===== config.mk =====
export PLATFORM = sky130hd
export DESIGN_NAME = float32_accumulator
export DESIGN_NICKNAME = d
export VERILOG_FILES = /design/src/rtl/float32_pkg.sv /design/src/rtl/float32_align_add.sv /design/src/rtl/float32_accumulator.sv
export SDC_FILE = /design/constraint.sdc
export NUM_CORES = 1
export LEC_CHECK = 0
export CAP_MARGIN = 20
export CORE_ASPECT_RATIO = 0.75
export CORE_MARGIN = 10
export CORE_UTILIZATION = 40
export CTS_CLUSTER_DIAMETER = 100
export DETAILED_ROUTE_END_ITERATION = 16
export DONT_BUFFER_PORTS = 1
export PLACE_DENSITY_LB_ADDON = 0.2
export SETUP_SLACK_MARGIN = 0.3
export SLEW_MARGIN = 10
export SYNTH_ARGS = -nofsm -noshare
export SYNTH_HDL_FRONTEND = slang
export SYNTH_SLANG_ARGS = --single-unit

===== constraint.sdc =====
create_clock -name clk -period 10.52 [get_ports clk]
set_clock_uncertainty 0.15 [all_clocks]
set_input_delay 1.578 -clock clk [delete_from_list [all_inputs] [get_ports clk]]
set_output_delay 1.578 -clock clk [all_outputs]
set_load 0.01 [all_outputs]

===== src/rtl/float32_pkg.sv =====
// Shared float32 field constants, slice helpers and the accumulator state encoding.
package float32_pkg;
   localparam logic [7:0] EXP_BIAS = 8'd127;
   localparam logic [7:0] EXP_INF  = 8'd255;
   localparam int         MANT_W   = 23;

   typedef enum logic [2:0] {
      ST_IDLE,
      ST_ALIGN,
      ST_ADD,
      ST_NORM,
      ST_OUT
   } acc_state_t;

   // Exponent 0 encodes zero, so the hidden bit is only present for nonzero exponents.
   function automatic logic [MANT_W:0] f_mant(input logic [7:0] e, input logic [MANT_W-1:0] frac);
      return (e == 8'd0) ? '0 : {1'b1, frac};
   endfunction

   function automatic logic [7:0] f_bias(input int unbiased);
      return 8'(unbiased + int'(EXP_BIAS));
   endfunction

   function automatic logic [31:0] f_pack(input logic s, input logic [7:0] e, input logic [MANT_W:0] m);
      return {s, e, m[MANT_W-1:0]};
   endfunction
endpackage


===== src/rtl/float32_align_add.sv =====
// Combinational magnitude swap, alignment shift and 25-bit add/subtract of two unpacked floats.
module float32_align_add
   import float32_pkg::*;
(
   input  logic              a_sign,
   input  logic [7:0]        a_exp,
   input  logic [MANT_W:0]   a_mant,
   input  logic              b_sign,
   input  logic [7:0]        b_exp,
   input  logic [MANT_W:0]   b_mant,
   output logic              res_sign,
   output logic [7:0]        res_exp,
   output logic [MANT_W+1:0] res_mant
);
   logic              a_big;
   logic              big_sign, sml_sign;
   logic [7:0]        big_exp, sml_exp, exp_diff;
   logic [MANT_W:0]   big_mant, sml_mant, sml_shifted;
   logic [MANT_W+1:0] sum;

   always_comb begin
      a_big       = (a_exp > b_exp) || ((a_exp == b_exp) && (a_mant >= b_mant));
      big_sign    = a_big ? a_sign : b_sign;
      big_exp     = a_big ? a_exp  : b_exp;
      big_mant    = a_big ? a_mant : b_mant;
      sml_sign    = a_big ? b_sign : a_sign;
      sml_exp     = a_big ? b_exp  : a_exp;
      sml_mant    = a_big ? b_mant : a_mant;
      exp_diff    = big_exp - sml_exp;
      sml_shifted = (exp_diff >= 8'd24) ? '0 : (sml_mant >> exp_diff);
      if (big_sign == sml_sign)
         sum = {1'b0, big_mant} + {1'b0, sml_shifted};
      else
         sum = {1'b0, big_mant} - {1'b0, sml_shifted};
      res_mant = sum;
      res_exp  = big_exp;
      // Exact cancellation always yields +0.
      res_sign = (sum == '0) ? 1'b0 : big_sign;
   end
endmodule


===== src/rtl/float32_accumulator.sv =====
// Multi-cycle float32 running-sum accumulator with valid/ready input and output handshakes.
module float32_accumulator
   import float32_pkg::*;
(
   input  logic        clk,
   input  logic        rst_n,
   input  logic [31:0] in_data,
   input  logic        in_valid,
   input  logic        in_last,
   output logic        in_ready,
   output logic [31:0] out_data,
   output logic        out_valid,
   input  logic        out_ready,
   output logic        out_overflow
);
   acc_state_t        state_reg;
   logic              acc_sign_reg, acc_inf_reg, last_reg;
   logic [7:0]        acc_exp_reg;
   logic [MANT_W:0]   acc_mant_reg;
   logic              op_sign_reg;
   logic [7:0]        op_exp_reg;
   logic [MANT_W:0]   op_mant_reg;
   logic              sum_sign_reg, norm_first_reg;
   logic [7:0]        sum_exp_reg;
   logic [MANT_W+1:0] sum_mant_reg;
   logic [31:0]       out_data_reg;
   logic              out_valid_reg, out_overflow_reg;

   logic              add_sign;
   logic [7:0]        add_exp;
   logic [MANT_W+1:0] add_mant;

   logic [7:0]        norm_exp_next;
   logic [MANT_W+1:0] norm_mant_next;
   logic              norm_done, norm_zero, norm_ovf;
   logic              wr_sign, wr_inf;
   logic [7:0]        wr_exp;
   logic [MANT_W:0]   wr_mant;

   assign in_ready     = (state_reg == ST_IDLE);
   assign out_data     = out_data_reg;
   assign out_valid    = out_valid_reg;
   assign out_overflow = out_overflow_reg;

   float32_align_add u_align_add (
      .a_sign   (acc_sign_reg),
      .a_exp    (acc_exp_reg),
      .a_mant   (acc_mant_reg),
      .b_sign   (op_sign_reg),
      .b_exp    (op_exp_reg),
      .b_mant   (op_mant_reg),
      .res_sign (add_sign),
      .res_exp  (add_exp),
      .res_mant (add_mant)
   );

   // One normalisation step per NORM cycle: the first cycle handles carry-out and zero,
   // later cycles perform a single left shift each.
   always_comb begin
      norm_mant_next = sum_mant_reg;
      norm_exp_next  = sum_exp_reg;
      norm_done      = 1'b0;
      norm_zero      = 1'b0;
      norm_ovf       = 1'b0;
      if (acc_inf_reg) begin
         norm_done = 1'b1;
      end else if (norm_first_reg) begin
         if (sum_mant_reg == '0) begin
            norm_zero = 1'b1;
            norm_done = 1'b1;
         end else if (sum_mant_reg[MANT_W+1]) begin
            norm_mant_next = sum_mant_reg >> 1;
            norm_exp_next  = sum_exp_reg + 8'd1;
            norm_done      = 1'b1;
            norm_ovf       = (norm_exp_next == EXP_INF);
         end else if (sum_mant_reg[MANT_W]) begin
            norm_done = 1'b1;
         end
      end else begin
         norm_mant_next = sum_mant_reg << 1;
         norm_exp_next  = sum_exp_reg - 8'd1;
         if (norm_exp_next == 8'd0) begin
            norm_zero = 1'b1;
            norm_done = 1'b1;
         end else if (norm_mant_next[MANT_W]) begin
            norm_done = 1'b1;
         end
      end

      wr_sign = acc_sign_reg;
      wr_exp  = acc_exp_reg;
      wr_mant = acc_mant_reg;
      wr_inf  = acc_inf_reg;
      if (!acc_inf_reg) begin
         if (norm_ovf) begin
            wr_sign = sum_sign_reg;
            wr_exp  = EXP_INF;
            wr_mant = '0;
            wr_inf  = 1'b1;
         end else if (norm_zero) begin
            wr_sign = 1'b0;
            wr_exp  = 8'd0;
            wr_mant = '0;
         end else begin
            wr_sign = sum_sign_reg;
            wr_exp  = norm_exp_next;
            wr_mant = norm_mant_next[MANT_W:0];
         end
      end
   end

   always_ff @(posedge clk or negedge rst_n) begin
      if (!rst_n) begin
         state_reg        <= ST_IDLE;
         acc_sign_reg     <= 1'b0;
         acc_exp_reg      <= 8'd0;
         acc_mant_reg     <= '0;
         acc_inf_reg      <= 1'b0;
         last_reg         <= 1'b0;
         op_sign_reg      <= 1'b0;
         op_exp_reg       <= 8'd0;
         op_mant_reg      <= '0;
         sum_sign_reg     <= 1'b0;
         sum_exp_reg      <= 8'd0;
         sum_mant_reg     <= '0;
         norm_first_reg   <= 1'b0;
         out_data_reg     <= 32'd0;
         out_valid_reg    <= 1'b0;
         out_overflow_reg <= 1'b0;
      end else begin
         case (state_reg)
            ST_IDLE: if (in_valid) begin
               op_sign_reg <= in_data[31];
               op_exp_reg  <= in_data[30:23];
               op_mant_reg <= f_mant(in_data[30:23], in_data[MANT_W-1:0]);
               last_reg    <= in_last;
               // An infinite operand saturates the group at once; the first one sets the sign.
               if (in_data[30:23] == EXP_INF && !acc_inf_reg) begin
                  acc_sign_reg <= in_data[31];
                  acc_exp_reg  <= EXP_INF;
                  acc_mant_reg <= '0;
                  acc_inf_reg  <= 1'b1;
               end
               state_reg <= ST_ALIGN;
            end
            ST_ALIGN: begin
               sum_sign_reg <= add_sign;
               sum_exp_reg  <= add_exp;
               sum_mant_reg <= add_mant;
               state_reg    <= ST_ADD;
            end
            ST_ADD: begin
               norm_first_reg <= 1'b1;
               state_reg      <= ST_NORM;
            end
            ST_NORM: if (norm_done) begin
               acc_sign_reg <= wr_sign;
               acc_exp_reg  <= wr_exp;
               acc_mant_reg <= wr_mant;
               acc_inf_reg  <= wr_inf;
               if (last_reg) begin
                  out_data_reg     <= f_pack(wr_sign, wr_exp, wr_mant);
                  out_valid_reg    <= 1'b1;
                  out_overflow_reg <= wr_inf;
                  state_reg        <= ST_OUT;
               end else begin
                  state_reg <= ST_IDLE;
               end
            end else begin
               sum_exp_reg    <= norm_exp_next;
               sum_mant_reg   <= norm_mant_next;
               norm_first_reg <= 1'b0;
            end
            ST_OUT: if (out_ready) begin
               out_valid_reg <= 1'b0;
               acc_sign_reg  <= 1'b0;
               acc_exp_reg   <= 8'd0;
               acc_mant_reg  <= '0;
               acc_inf_reg   <= 1'b0;
               state_reg     <= ST_IDLE;
            end
            default: state_reg <= ST_IDLE;
         endcase
      end
   end
endmodule


Word level (Yosys, flattened, before mapping)

Cells that the tools add are included.

Bits in registers: 140
Bits of input ports: 37
Output and inout bits: 35
Word-level logic and storage cells: 142

Add/sub/neg operators: 5
Order comparisons: 3
Equal/unequal tests: 16
Shift-type cells: 1
Muxes and demuxes: 77
Reduce and logical (&&, ||, !) cells: 22

Operators by type and width:

| kind                  | number |
|---|---|
| $mux W24              | 12 |
| $mux W25              | 5 |
| $mux W8               | 14 |
| $pmux W24 S3          | 1 |
| $logic_not A25 Y1     | 2 |
| $pmux W25 S2          | 1 |
| $mux W1               | 33 |
| $add A24 B24 Y25      | 1 |
| $sub A24 B24 Y25      | 1 |
| $ge A24 B24 Y1        | 1 |
| $pmux W8 S3           | 1 |
| $shr A24 B8 Y24       | 1 |
| $eq A8 B8 Y1 const B  | 2 |
| $logic_not A8 Y1      | 2 |
| $pmux W8 S2           | 1 |
| $pmux W3 S5           | 1 |
| $mux W3               | 4 |
| $ne A2 B2 Y1 const B  | 6 |
| $add A8 B1 Y8 const B | 1 |
| $eq A8 B8 Y1          | 1 |
| $ge A8 B5 Y1 const B  | 1 |
| $gt A8 B8 Y1          | 1 |
| $reduce_and A4 Y1     | 2 |
| $sub A8 B1 Y8 const B | 1 |
| other kinds (19)      | 28 |

Depth between registers and ports, before layout

Gate-level depths: netlist (run 1).

Word-level depth: 11
Depth in mapped cells: 44
Mapped depth without buffers: 38

Cells and area by module

From an unflattened synthesis (run 1), not the netlist that was laid out.

Cells, all modules: 1463
Area total of the unflattened synthesis: 12604.6 um^2

Modules (own cells, without submodules):

| module              | times used | cells each | area each (um^2) | seq. area each (um^2) |
|---|---|---|---|---|
| float32_accumulator | 1          | 704        | 7149.4           | 3503.4 |
| float32_align_add   | 1          | 759        | 5455.2           | 0.0 |

Least setup slack after synthesis (run 1)

Ideal clock, no wire load.

Path kind: reg2reg
From: register acc_mant_reg[23]
To: register sum_sign_reg
Library setup time: 126 ps
Data arrival time: 9525 ps
Required time: 10244 ps
Slack: 719 ps
Stages on the path, launching flop included: 39
Cell sequence: dfrtp_1 ha_1 nand4_1 nor4_1 nand4_1 o211a_1 buf_4 nor2_4 buf_2 clkbuf_1 clkbuf_1 a21boi_0 ha_1 buf_1 clkbuf_1 mux4_2 mux2_2 mux2i_1 (+3 left out) inv_1 a21o_1 a211oi_4 and2_1 a21oi_1 a22o_1 ha_1 and3_1 a21oi_1 o21ai_0 o41a_1 a2111oi_0 or4_1 o311ai_0 or4_1 nor4_1 mux2_1 nor3_2

Cells in the longest elaborated chain, start to end: 11
Elaborated cells on any way between the ends: 19

Ends and longest elaborated chain:

| item                                                        | line                                             | source |
|---|---|---|
| start, declared                                             | float32_accumulator.sv:19                        | `logic [MANT_W:0] acc_mant_reg;` |
| start signal, assigned                                      | float32_accumulator.sv:159                       | `acc_mant_reg <= wr_mant;` |
| $ge A24 B24 Y1                                              | float32_align_add.sv:22                          | `a_big = (a_exp > b_exp) \|\| ((a_exp == b_exp) && (a_mant >= b_mant));` |
| $logic_and A1 B1 Y1                                         | float32_align_add.sv:22                          |  |
| $logic_or A1 B1 Y1                                          | float32_align_add.sv:22                          |  |
| $mux W8 (on tied branches)                                  | float32_align_add.sv:24, float32_align_add.sv:27 |  |
| $sub A8 B8 Y8                                               | float32_align_add.sv:29                          | `exp_diff = big_exp - sml_exp;` |
| $shr A24 B8 Y24 / $ge A8 B5 Y1 (equally long branches)      | float32_align_add.sv:30                          | `sml_shifted = (exp_diff >= 8'd24) ? '0 : (sml_mant >> exp_diff);` |
| $mux W24                                                    | float32_align_add.sv:30                          |  |
| $sub A24 B24 Y25 / $add A24 B24 Y25 (equally long branches) | float32_align_add.sv:34, float32_align_add.sv:32 |  |
| $mux W25                                                    | float32_align_add.sv:31                          | `if (big_sign == sml_sign)` |
| $logic_not A25 Y1                                           | float32_align_add.sv:38                          | `res_sign = (sum == '0) ? 1'b0 : big_sign;` |
| $mux W1 *                                                   | float32_align_add.sv:38                          |  |
| end signal, assigned                                        | float32_accumulator.sv:147                       | `sum_sign_reg <= add_sign;` |
| end, declared                                               | float32_accumulator.sv:23                        | `logic sum_sign_reg, norm_first_reg;` |

Mark *: on every way between the ends. The rest lies on a longest branch, timed or not.
A chain may end at the register's enable or synchronous reset.

Worst setup path in the final report (run 1)

From: register op_mant_reg[23]
To: register sum_sign_reg

Cells in the longest elaborated chain, start to end: 11
Elaborated cells on any way between the ends: 19

Ends and longest elaborated chain:

| item                                                        | line                                             | source |
|---|---|---|
| start, declared                                             | float32_accumulator.sv:22                        | `logic [MANT_W:0] op_mant_reg;` |
| start signal, assigned                                      | float32_accumulator.sv:135                       | `op_mant_reg <= f_mant(in_data[30:23], in_data[MANT_W-1:0]);` |
| $ge A24 B24 Y1                                              | float32_align_add.sv:22                          |  |
| $logic_and A1 B1 Y1                                         | float32_align_add.sv:22                          |  |
| $logic_or A1 B1 Y1                                          | float32_align_add.sv:22                          |  |
| $mux W8 (on tied branches)                                  | float32_align_add.sv:24, float32_align_add.sv:27 |  |
| $sub A8 B8 Y8                                               | float32_align_add.sv:29                          |  |
| $shr A24 B8 Y24 / $ge A8 B5 Y1 (equally long branches)      | float32_align_add.sv:30                          |  |
| $mux W24                                                    | float32_align_add.sv:30                          |  |
| $sub A24 B24 Y25 / $add A24 B24 Y25 (equally long branches) | float32_align_add.sv:34, float32_align_add.sv:32 |  |
| $mux W25                                                    | float32_align_add.sv:31                          |  |
| $logic_not A25 Y1                                           | float32_align_add.sv:38                          |  |
| $mux W1 *                                                   | float32_align_add.sv:38                          |  |

Marked as above.

==> summary.txt, run 1 <==
Detailed routing
  • DRT Wirelength: 45580 um
  • Detailed Routing Iterations Pass 1: 6
  • Routed WL per cell: 24.13 um
  • First-iteration detailed-routing DRC count: 1585
  • Routed vias: 12070
  • Post-DRT Antenna Nets: 0
  • Post-route DRC: 0
  • Vias/cell: 6.390

Logic synthesis
  • Post-synth EDFFs: 0
  • Synthesized Nets: 1613
  • Syn_area_per_cell: ~8 um2
  • Gate Count Post-Synth: 1513
  • Largest area contributor in the netlist: dfrtp_1
  • Synth top area cells: dfrtp_1, ha_1, o21ai_0
  • Number of synthesized register bits: 140
  • Synth unique cells: between 90 and 100
  • Synth top area share: between 20% and 30%
  • Main synth FF type: dfrtp_1
  • Syn Std Cell Area: 12410 um2
  • Yosys synthesis warning count: 0
  • Asr flop ratio synth: 100.0%
  • Register area share after synthesis: 28.23%

Clock tree
  • CTS tree: yes
  • CTS Buf Count: 17
  • Clock Root Buffer: clkbuf_16
  • CTS HTree Levels: 4
  • Clock sinks: 140
  • CTS clk-pin slew, worst paths: ~0.070 ns
  • Hold_buf cts: 0
  • Clock Latency Late Sink: roughly 0.45 ns
  • Bufs on Longest Clock Path: 2

Global route
  • Global-route usage over all layers: ~23%
  • Initial antenna violation count: 0
  • Vias in the first global route: 10830
  • First-pass GRT wire length: 68790 um
  • Global route overflow: 0
  • Largest net degree at the start of global routing: 141

Finish
  • Most common cell after layout, fill and taps aside: nand2_1
  • Commonest cells after routing, fill and taps aside: nand2_1, nor2_1, dfrtp_1, o21ai_0, a21oi_1
  • Layout cells sized above 1: 12.08%
  • Area grow syn2layout: 9.347%
  • Max reg flops: 32
  • Filler cell count: between 2000 and 3000
  • Post-Layout Inst Area: 13570 um2
  • Final Net Count: 1577
  • Ant diodes: 0

Job
  • Max-Cap Viols: 0

Critical path
  • Worst setup path class: flop to flop
  • Worst setup EP type: flop
  • Critical Path AT: 9.97 ns
  • Slowest-stage cell, CP: nor4_1
  • Crit path max fanout: 20
  • Crit start category: flop
  • R2R setup slack: ~0.72 ns
  • Max incr delay on CP: about 0.49 ns
  • Worst EP required: about 11 ns

Placement
  • DP Wirelength: 34480 um
  • Post-DP Area: 12870 um2
  • Final GP Congestion: 0.9636
  • Number of port buffers: 0

STA
  • Worst slew pin tran: 0.9554 ns
  • Fmax: 102.1 MHz
  • RSZ-0062 raised after global routing: false
  • Setup violations, final: 0
  • Final critical-path required period: 9.798 ns
  • Hold Fails Final Rpt: 0
  • Setup TNS: 0 ns
  • Max-slew violations: 0
  • Rel. slew slack: 36.14%
  • Period utilization: 93.14%

Floorplanning
  • I/O pin total: 72
  • Initial Util: 40.89%
  • Core area: 30350 um2
  • Die Width: roughly 220 um
  • Die Span Y: 172.5 um
  • Die Footprint: 38540 um2
  • Row Count: 55

Outcome
  • Status: completed

Worst hold path
  • Hold crit path type: flop to flop
worst max-delay path: cells and delay by family, from the launching register on:
kind | cells | cell delay (ns)
AOI/OAI and AO/OA | 13 | 3.72
xor gates and xnor gates | 2 | 0.46
adders and majority gates | 3 | 0.98
buffers and inverters | 2 | 0.37
DFF | 1 | 0.46
muxes | 4 | 1.03
and+or+nand+nor | 11 | 2.48
timing repair:
item                       4_1_cts  5_1_grt
setup endpoints to repair        0        1
hold endpoints to repair         0        0
buffers inserted                 0        0
resized for setup                0        7
layout make-up:
cell class	instances	area (um2)	share of cell area, %
clock buffers	19	442.9	3.264
multi-input cells	1212	8348	61.52
well taps	399	499.2	3.679
clock inverters	13	200.2	1.475
repair buffers	44	341.6	2.517
flip-flops and latches	140	3505	25.83
inverters	62	232.7	1.715
kinds of logic after synthesis:
logic type	after synthesis	synth area share, %
AND/OR/NAND/NOR	521	19.56
buffers and inverters	161	5.213
AO/OA/AOI/OAI	487	26.80
flip-flops	140	28.23
adder cells (fa/ha/maj)	63	6.413
multiplexers	93	10.40
XOR/XNOR	48	3.388
layer usage:
layer | GRT usage, % | vias to the layer above | part of all wire (%)
met5 | 0 | - | 0
met4 | 5.563 | 0 | 1.8
met3 | 6.050 | 61 | 11
met2 | 32.49 | 599 | 43
met1 | 32.78 | 5874 | 45
li1 | - | 5537 | -
synthesized netlist by cell type, drive strengths merged, types with 25 or more instances:
cell and count:
nor2 151, xnor2 31, o21ai 141, clkbuf 77
a21oi 101, and3 25, mux4 26, a221oi 25
dfrtp 140, a22o 56, inv 62, nor3 41
nand3 52, nand2 173, a31oi 25, mux2i 46
ha 62
per-stage QoR:
step / std cells / util, % / hold slack, ns / setup WS [ns]
global placement: 1854 / 42.40 / 0.3422 / 0.8779
floorplan: 1513 / - / 0.3231 / 0.7192
finish: 1889 / 44.71 / 0.3635 / 0.7222
global route: 1889 / 44.71 / 0.3984 / 0.3006
CTS: 1886 / 44.51 / 0.3619 / 0.6173
detailed placement: 1854 / 42.40 / 0.3418 / 0.7002
path summary, 6_finish.rpt:
kind                            startpoint         endpoint  cells past startpoint
min reg2reg                op_mant_reg[19]  op_mant_reg[19]                      1
max                        op_mant_reg[23]     sum_sign_reg                     35
max reg2reg                op_mant_reg[23]     sum_sign_reg                     35
min                        op_mant_reg[19]  op_mant_reg[19]                      1
min in group asynchronous            rst_n  sum_mant_reg[7]                      0
max in group asynchronous            rst_n      acc_inf_reg                      0
Power of run 1 is left out: the tool's default activity adds up to more than one toggle a clock period on the data nets, which glitch-free logic cannot reach.
==> run 2, diff against run 1 <==
--- a/config.mk
+++ b/config.mk
@@ -5,6 +5,7 @@
 export SDC_FILE = /design/constraint.sdc
 export NUM_CORES = 1
 export LEC_CHECK = 0
+export ABC_AREA = 1
 export CAP_MARGIN = 20
 export CORE_ASPECT_RATIO = 0.75
 export CORE_MARGIN = 10
==> summary.txt, run 2 <==
Outcome
  • Status: completed

Detailed routing
  • First-iteration detailed-routing DRC count: 1148 (-28%)
  • Post-DRT Antenna Nets: 0 (unchanged)
  • Detailed Routing Iterations Pass 1: 5 (-1)
  • Routed vias: 11860 (-1.8%)
  • Routed WL per cell: 19.95 um (-17%)
  • Vias/cell: 5.703 (-11%)
  • DRT Wirelength: 41480 um (-9.0%)
  • Post-route DRC: 0 (unchanged)

Clock tree
  • Clock sinks: 140 (unchanged)
  • CTS clk-pin slew, worst paths: 0.06 ns (about the same)
  • Clock Latency Late Sink: 0.45 ns (about the same)
  • CTS tree: yes
  • Post-CTS Setup Bufs: 0 (unchanged)
  • CTS Buf Count: 17 (unchanged)
  • Post-cts sizing count: 0 (unchanged)
  • Hold_buf cts: 0 (unchanged)
  • Clock Root Buffer: clkbuf_16
  • Bufs on Longest Clock Path: 2 (unchanged)
  • CTS HTree Levels: 4 (unchanged)

Logic synthesis
  • Synth Area in Adders: 6.859% (+0.45 points)
  • Simple-gate share of the synthesized area: 28.67% (+9.1 points)
  • Post-synth EDFFs: 0 (unchanged)
  • Main combinational cell family by area after synthesis: simple AND/OR/NAND/NOR gates
  • Synth top area cells: dfrtp_1, nand2_1, nand3_1
  • Synth unique cells: 48 (-51%)
  • Register area share after synthesis: 30.20% (+2.0 points)
  • Compound-Gate Fraction of Synth Area: 19.67% (-7.1 points)
  • Multiplexer share of the synthesized area: 0.08627% (-10 points)
  • Syn Std Cell Area: 11600 um2 (-6.5%)
  • Synth cell count leaders: nand2_1, inv_1, nand3_1, o21ai_0, dfrtp_1
  • Yosys synthesis warning count: 0 (unchanged)
  • Syn_area_per_cell: 6.710 um2 (-18%)
  • Largest area contributor in the netlist: dfrtp_1
  • Xor/xnor share of the synthesized area: 4.357% (+0.97 points)
  • Synthesized Nets: 1829 (+13%)
  • Most common cell in the netlist: nand2_1
  • Synth top area share: 30.20% (+2.0 points)
  • Number of synthesized register bits: 140 (unchanged)
  • Gate Count Post-Synth: 1729 (+14%)
  • Asr flop ratio synth: 100.0% (unchanged)
  • Main synth FF type: dfrtp_1

Finish
  • Max reg flops: 32 (unchanged)
  • Layout cells sized above 1: 5.198% (-6.9 points)
  • Area grow syn2layout: 7.300%
  • Final Net Count: 1780 (+13%)
  • Most common cell after layout, fill and taps aside: nand2_1
  • Commonest cells after routing, fill and taps aside: nand2_1, inv_1, nand3_1, o21ai_0, dfrtp_1
  • Non-filler instance count after layout: 2079 (+10%)

STA
  • Final critical-path required period: 8.528 ns (-1.270 ns)
  • Period utilization: 81.06% (-12 points)
  • Fmax: 117.3 MHz (+15%)
  • Final Hold Slack: 0.3396 ns (-0.02392 ns)
  • Max-slew violations: 0 (unchanged)
  • Setup violations, final: 0 (unchanged)
  • Hold Fails Final Rpt: 0 (unchanged)
  • Rel. slew slack: 33.67% (-2.5 points)
  • Worst slew pin tran: 0.9939 ns (+0.03850 ns)
  • Setup TNS: 0 ns (unchanged)
  • RSZ-0062 raised after global routing: false

Critical path
  • Worst setup path class: flop to flop
  • Crit path max fanout: 33 (+65%)
  • Worst EP required: 10.70 ns (about the same)
  • Worst Reg-to-Reg Cells: 47 (+34%)
  • R2r endpoint: sum_sign_reg
  • Critical Path AT: 8.71 ns (-1.26 ns)
  • Max incr delay on CP: 0.89 ns (+0.40 ns)
  • R2R setup slack: 1.99 ns (+1.27 ns)
  • RR Startpoint: acc_exp_reg[0]
  • Crit path top cell by count: nand2_1
  • Slowest-stage cell, CP: ha_1
  • Crit start category: flop
  • Buffers & Inverters on Critical Path: 5 (+3)
  • CP top delay family: simple AND/OR/NAND/NOR gates
  • Worst setup EP type: flop

Placement
  • Final GP Congestion: 0.9492 (-1.5%)
  • Number of port buffers: 0 (unchanged)
  • DP Wirelength: 32180 um (-6.7%)
  • Placed cell count: 2045 (+10%)

Floorplanning
  • Row Count: 53 (-3.6%)
  • Die Width: 216.7 um (-3.0%)
  • Die Span Y: 167.5 um (-2.9%)
  • Core area: 28320 um2 (-6.7%)
  • Die Footprint: 36290 um2 (-5.8%)
  • I/O pin total: 72 (unchanged)
  • Initial Util: 40.97% (+0.084 points)

Global route
  • Global route overflow: 0 (unchanged)
  • Vias in the first global route: 10830 (-0.0092%)
  • Global-route usage over all layers: 22.19% (-0.48 points)
  • Initial antenna violation count: 2 (+2)
  • Largest net degree at the start of global routing: 141 (unchanged)
  • First-pass GRT wire length: 63290 um (-8.0%)

Job
  • Max-Cap Viols: 0 (unchanged)

Worst hold path
  • HP Start: sum_sign_reg
  • WHS Path Cells: 2 (+1)
  • Worst hold endpoint: sum_sign_reg
  • Hold crit path type: flop to flop
[run 2: changes by cell type in the layout (fill, tap and decap cells not counted), sizes merged, moves of 29 or more]
cell and change:
buf -29, a22o -55, nand2 +289, nor3 -31
o22ai +68, nor2 -74, nand3 +133, inv +152
mux2i -45, a21oi -31
[run 2: area by class of cell]
cell class / count / area (um2)
multi-input combinational: 1287 / 6940
antenna: 1 / 2.502
sequential: 140 / 3503
fill: 3019 / 15870
clock inverter: 14 / 157.7
tap: 385 / 481.7
inverter: 220 / 825.8
clock buffer: 18 / 429.2
timing repair buffer: 14 / 108.9
[run 2: worst max-delay path by stage]
stage	startpoint	end	slack, ns	depth (start not counted)
global placement	acc_exp_reg[0]	sum_sign_reg	2.34	47
detailed placement	acc_exp_reg[0]	sum_sign_reg	2.15	57
finish	acc_exp_reg[0]	sum_sign_reg	1.99	47
CTS	acc_exp_reg[0]	sum_sign_reg	2.12	57
global route	acc_exp_reg[0]	sum_sign_reg	1.11	57
floorplan	acc_exp_reg[0]	sum_sign_reg	3.87	57
[run 2: routing by layer]
layer | part of all wire (%) | up-vias | GRT usage (%)
met3 | 9.9 | 46 | 7.094
met1 | 46 | 5635 | 31.35
met5 | 0 | - | 0
met4 | 1.7 | 0 | 5.520
li1 | - | 5711 | -
met2 | 42 | 465 | 31.82
[run 2: metrics by stage]
| stage | utilization, % | instance area, um2 | setup WS, ns |
|---|---|---|---|
| after floorplan | - | 11600 | 3.874 |
| after global placement | 41.85 | 11850 | 2.335 |
| after detailed placement | 41.85 | 11850 | 2.146 |
| after CTS | 43.92 | 12440 | 2.122 |
| after global routing | 43.96 | 12450 | 1.106 |
| final | 43.97 | 12450 | 1.992 |
[run 2: cells by family (layout without fill, tap and decap cells)]
kind of cell,Yosys count,in the layout
mux,1,1
simple gates,773,773
flops,140,140
fa+ha+maj,63,63
buf+inv,302,266
other cells,0,1
xor+xnor,56,56
compound gates,394,394
[run 2: worst register-to-register path: cells and delay by family (launching register included)]
family | cells | cell delay, ns
XOR/XNOR | 1 | 0.15
AO/OA/AOI/OAI | 9 | 1.43
adder cells (fa/ha/maj) | 4 | 1.92
AND/OR/NAND/NOR | 28 | 3.12
flip-flops | 1 | 0.38
buffers and inverters | 5 | 1.26
Power of run 2 is left out for the same reason.
